--- src/rtl/duck_pkg.sv ---
// rtl/duck_pkg.sv - duck sprite palette constants and types
package duck_pkg;

    typedef logic [3:0] pal_idx_t;

    typedef struct packed {
        logic [3:0] red;
        logic [3:0] green;
        logic [3:0] blue;
    } rgb12_t;

    localparam logic [11:0] CHROMA_KEY = 12'hAEA;

    // Index 0 is the leftmost entry
    localparam logic [0:15][11:0] DUCK_PALETTE = {
        12'hAEA, 12'h00A, 12'hF76, 12'hFFF,
        12'hB0B, 12'hAEA, 12'hB0B, 12'hFFF,
        12'hFFF, 12'hFFF, 12'hFFF, 12'hB0B,
        12'hB0B, 12'hFFF, 12'hFFF, 12'hB0B
    };

    function automatic rgb12_t pal_lookup(input pal_idx_t idx);
        return rgb12_t'(DUCK_PALETTE[idx]);
    endfunction

endpackage

--- src/rtl/duck_rr_arbiter.sv ---
// rtl/duck_rr_arbiter.sv - combinational round-robin picker starting at rr_ptr
module duck_rr_arbiter #(
    parameter int N_REQ = 4,
    localparam int ID_W = $clog2(N_REQ)
) (
    input  logic [N_REQ-1:0] req,
    input  logic [ID_W-1:0]  rr_ptr,
    input  logic             enable,
    output logic [N_REQ-1:0] grant,
    output logic [ID_W-1:0]  winner
);

    logic          found;
    logic [ID_W:0] cand_w;
    logic [ID_W-1:0] cand;

    always_comb begin
        grant  = '0;
        winner = '0;
        found  = 1'b0;
        cand_w = '0;
        cand   = '0;
        for (int k = 0; k < N_REQ; k++) begin
            // Candidate (rr_ptr + k) mod N_REQ, one extra bit to catch the wrap
            cand_w = {1'b0, rr_ptr} + (ID_W+1)'(k);
            if (cand_w >= (ID_W+1)'(N_REQ)) begin
                cand_w = cand_w - (ID_W+1)'(N_REQ);
            end
            cand = cand_w[ID_W-1:0];
            if (enable && !found && req[cand]) begin
                found       = 1'b1;
                grant[cand] = 1'b1;
                winner      = cand;
            end
        end
    end

endmodule

--- src/rtl/duck_palette_arbiter.sv ---
// rtl/duck_palette_arbiter.sv - shared duck palette lookup, RR arbitration, 2-stage pipeline
// Optional rsp_transparent output when DUCK_PAL_TRANSP_EN is defined.
module duck_palette_arbiter
    import duck_pkg::*;
#(
    parameter int N_REQ = 4,
    parameter int IDX_W = 4,
    localparam int ID_W = $clog2(N_REQ)
) (
    input  logic                   Clk,
    input  logic                   Reset,
    input  logic [N_REQ-1:0]       req_valid,
    input  logic [N_REQ*IDX_W-1:0] req_index,
    output logic [N_REQ-1:0]       req_ready,
    output logic                   rsp_valid,
    input  logic                   rsp_ready,
    output logic [ID_W-1:0]        rsp_id,
    output logic [3:0]             rsp_red,
    output logic [3:0]             rsp_green,
    output logic [3:0]             rsp_blue
`ifdef DUCK_PAL_TRANSP_EN
    ,
    output logic                   rsp_transparent
`endif
);

    logic             a_valid;
    logic [ID_W-1:0]  a_id;
    logic [IDX_W-1:0] a_index;
    logic [ID_W-1:0]  rr_ptr;
    rgb12_t           rsp_rgb;

    logic             advance_a;
    logic             advance_b;
    logic [N_REQ-1:0] grant;
    logic [ID_W-1:0]  win_id;
    logic [IDX_W-1:0] win_index;
    logic             xfer;
    rgb12_t           a_rgb;

    assign advance_b = !rsp_valid || rsp_ready;
    assign advance_a = !a_valid || advance_b;

    duck_rr_arbiter #(.N_REQ(N_REQ)) u_rr (
        .req    (req_valid),
        .rr_ptr (rr_ptr),
        .enable (advance_a),
        .grant  (grant),
        .winner (win_id)
    );

    assign req_ready = grant;
    assign xfer      = |(req_valid & grant);
    assign win_index = req_index[win_id*IDX_W +: IDX_W];
    assign a_rgb     = pal_lookup(pal_idx_t'(a_index));

    assign rsp_red   = rsp_rgb.red;
    assign rsp_green = rsp_rgb.green;
    assign rsp_blue  = rsp_rgb.blue;

    always_ff @(posedge Clk or posedge Reset) begin
        if (Reset) begin
            a_valid   <= 1'b0;
            a_id      <= '0;
            a_index   <= '0;
            rr_ptr    <= '0;
            rsp_valid <= 1'b0;
            rsp_id    <= '0;
            rsp_rgb   <= '0;
        end else begin
            if (advance_a) begin
                a_valid <= xfer;
                if (xfer) begin
                    a_id    <= win_id;
                    a_index <= win_index;
                end
            end
            if (xfer) begin
                rr_ptr <= (win_id == ID_W'(N_REQ-1)) ? '0 : win_id + 1'b1;
            end
            // Stage B reloads whenever it is empty or being drained
            if (advance_b) begin
                rsp_valid <= a_valid;
                if (a_valid) begin
                    rsp_id  <= a_id;
                    rsp_rgb <= a_rgb;
                end
            end
        end
    end

`ifdef DUCK_PAL_TRANSP_EN
    always_ff @(posedge Clk or posedge Reset) begin
        if (Reset) begin
            rsp_transparent <= 1'b0;
        end else if (advance_b && a_valid) begin
            rsp_transparent <= (a_rgb == rgb12_t'(CHROMA_KEY));
        end
    end
`endif

endmodule

--- config.mk ---
export PLATFORM = sky130hd
export DESIGN_NAME = duck_palette_arbiter
export DESIGN_NICKNAME = d
export VERILOG_FILES = /design/src/rtl/duck_pkg.sv /design/src/rtl/duck_rr_arbiter.sv /design/src/rtl/duck_palette_arbiter.sv
export SDC_FILE = /design/constraint.sdc
export NUM_CORES = 1
export LEC_CHECK = 0
export CAP_MARGIN = 20
export CORE_ASPECT_RATIO = 0.6
export CORE_MARGIN = 3
export CORE_UTILIZATION = 45
export CTS_CLUSTER_DIAMETER = 30
export DETAILED_ROUTE_END_ITERATION = 8
export DONT_BUFFER_PORTS = 1
export SETUP_SLACK_MARGIN = 0.1
export SYNTH_ARGS = -nofsm -noshare
export SYNTH_HDL_FRONTEND = slang
export SYNTH_SLANG_ARGS = --single-unit
--- constraint.sdc ---
create_clock -name Clk -period 5.1 [get_ports Clk]
set_clock_uncertainty 0.05 [all_clocks]
set_input_delay 0.51 -clock Clk [delete_from_list [all_inputs] [get_ports Clk]]
set_output_delay 0.51 -clock Clk [all_outputs]
set_load 0.02 [all_outputs]
==> flow_summary.yaml <==
status:
  status: "finished, final reports clean"
clock_tree:
  clk-insertion-delay-late_ps: 260
  cts_tree: "done"
  clkSinkCount: 20
  cts-resized-gates: 0
  htreeDepth: 1
  clockBufferDepth: 2
  cts_hold_buf: 0
  path_clk_slew_ps: 70
  post_cts_buffers: 0
  cts_root_buf: "clkbuf_8"
  cts_buffers: 3
critical_path:
  path_delay_family: "compound AO/OA/AOI/OAI gates"
  ff2ff_setup_slack_ps: 1060
  path_cells: "inv_1, ha_1, or4bb_1, a31oi_4, o22ai_2, a221oi_4, mux4_1, mux2_2"
  cp.arrival_ps: 4130
  crit_type: "register to register"
  path_max_fanout: 20
  start_kind: "register"
  setup.worst_path.end_class: "register"
  worst-path-buf-inv: 1
  cp_slowest_cell: "dfrtp_1"
  required_ps: 5200
  cp_slowest_stage_delay_ps: 780
placed_design:
  io_buffers: 0
  preCtsSetupSlack_ps: 1050
  routabilityCongestion: 0.847
  dpl_cell_area_sq_um: 1780
  hpwl_um: 3050
drt:
  ant_nets: 0
  drtIter0Drc: 97
  dr.pass1.iters: 4
  wl_per_cell_um: 18.9
  top_layer: "met4"
  wl_um: 3940
  dr_wl_met3_um: 359
  wl_met1_um: 1900
  viasPerCell: 6.30
  num_vias: 1317
  wl_met2_um: 1660
  drc_errors: 0
floorplan:
  die_h_um: 55.5
  start_util_pct: 48.4
  die-area_sq_um: 4900
  coreArea_sq_um: 3790
  ios: 42
  die_x_um: 88.4
  row_count: 17
finish:
  utilization_pct: 48.4
  regArea_sq_um: 500
  drive_gt1_share_pct: 21.6
  area_growth_pct: 0.0000545
  multiInputGateArea_sq_um: 1190
  fill_cells: 343
  antenna_cells: 0
  layout.nets: 198
  fin_area_sq_um: 1830
yosys:
  syn_area_per_cell_sq_um: 10.7
  ys_ff_latch: 20
  netlist_area_sq_um: 1830
  yosys_warnings: 0
  synth_cell_types: 41
  syn_nets: 207
  synthFlopType: "dfrtp_1"
  synth-seq-area-share_pct: 27.3
  synth_enable_flop_cells: 0
  netlist_instances: 172
  async_reset_ff_share_pct: 100
timing:
  fin_crit_ps: 4040
  timing.final.crit_share_pct: 79.2
  rsz0062_at_grt: "false"
  setup_violations: 0
  slew_viol_final: 0
  setup_tns_ps: 0
  finalHoldViolations: 0
  maxSlewHeadroom_pct: 44.5
  max_freq_mhz: 248
  fin_ws_ps: 1060
  tightest_slew_ps: 833
power_and_ir_drop:
  power.density_nw_per_um2: 820
  peakVddDrop_v: 0.000280
  power_mw: 1.50
  p_leak_nw: 0.787
flow_run:
  drv_cap: 0
global_route:
  antenna_found_initial: 0
  grt_max_degree: 22
  grt_use_total_pct: 17.3
  grt_pass1_wl_um: 6610
  grt_pass1_vias: 1268
  grt-ovfl-total: 0
worst_hold_path:
  hp-class: "input pin to async pin"
[cells in the final DEF (no fill, tap or decap), types with 3 or more instances in the layout]
cell type / count
a21o_1: 5
a21oi_1: 8
a22oi_1: 5
clkbuf_8: 4
dfrtp_1: 20
ha_1: 12
inv_1: 8
mux2_2: 8
mux2_4: 4
mux2i_1: 3
mux4_2: 6
nand2_1: 19
nor2_1: 9
o211ai_1: 7
o21ai_0: 10
[layout make-up]
class | instances | area share, %
multi-input cells | 130 | 64.9
clock buffers | 4 | 3.00
flip-flops and latches | 20 | 27.3
inverters | 8 | 1.64
well taps | 47 | 3.21
[layer usage]
layer  global-route usage [%]  vias to the layer above
met5                        0                        -
met4                     3.02                        0
met3                     6.26                        2
met2                     23.0                       48
met1                     26.7                      647
li1                         -                      620
[synth_stat cells, types with 2 or more instances]
cell	instances	area share (%)
mux2i_1	3	1.6
or4b_1	2	1.1
buf_4	6	2.5
mux4_2	6	7.4
mux2_2	8	4.9
nand3b_1	2	0.82
dfrtp_1	20	27
mux4_1	2	2.9
o2111ai_1	2	0.96
clkbuf_1	2	0.41
o21ai_0	10	2.7
a22oi_1	5	2.0
and3_1	2	0.68
a21oi_1	8	2.2
buf_6	5	3.1
o211ai_1	7	2.9
nand2_1	19	3.9
mux2_4	4	3.3
nand2b_1	2	0.68
a211oi_1	2	0.82
ha_1	12	8.2
a31oi_4	2	2.3
a21o_1	5	2.0
nor2b_4	2	1.5
nor2_1	9	1.8
nor2b_1	2	0.68
inv_1	8	1.6
or4bb_1	2	1.2
[per-stage QoR]
stage                     hold WS, ps  instances
after floorplan                   413        172
after global placement            429        205
after detailed placement          439        205
after CTS                         246        209
after global routing              276        209
final                             221        209
[path summary, 6_finish.rpt]
kind / startpoint / to / cells after the start
setup / recovery: rr_ptr[0] / a_index[1] / 8
hold / removal: Reset / rsp_valid / 1
setup reg to reg: rr_ptr[0] / a_index[1] / 8
hold reg to reg: a_valid / rsp_valid / 2
max in group asynchronous: Reset / a_id[0] / 1
min in group Clk: rsp_ready / rsp_valid / 2
[state kept, by name, indices dropped and copies added, names as in the netlist]
name	flops
rsp_red	3
rsp_valid	1
a_index	4
rsp_green	2
a_id	2
rsp_id	2
rr_ptr	2
rsp_blue	3
a_valid	1
[power breakdown]
part / switching [mW] / leakage (nW) / internal (mW)
clock: 0.0521 / 0.0288 / 0.0687
sequential: 0.199 / 0.234 / 0.241
combinational: 0.469 / 0.525 / 0.473
total: 0.721 / 0.787 / 0.783
[kinds of logic (layout without fill, tap and decap cells)]
logic type      after synthesis  count (layout)  synth area share, %
compound gates               49              49                 22.6
flops                        20              20                 27.3
simple gates                 46              46                 14.1
mux                          23              23                 20.1
buf+inv                      22              12                 7.84
fa+ha+maj                    12              12                 8.19
[worst reg2reg max path, stage by stage (launching register included)]
cell	delay, ps
dfrtp_1	780
inv_1	250
ha_1	480
or4bb_1	590
a31oi_4	290
o22ai_2	140
a221oi_4	480
mux4_1	600
mux2_2	270
No activity file was read; power rests on OpenSTA's default activity.
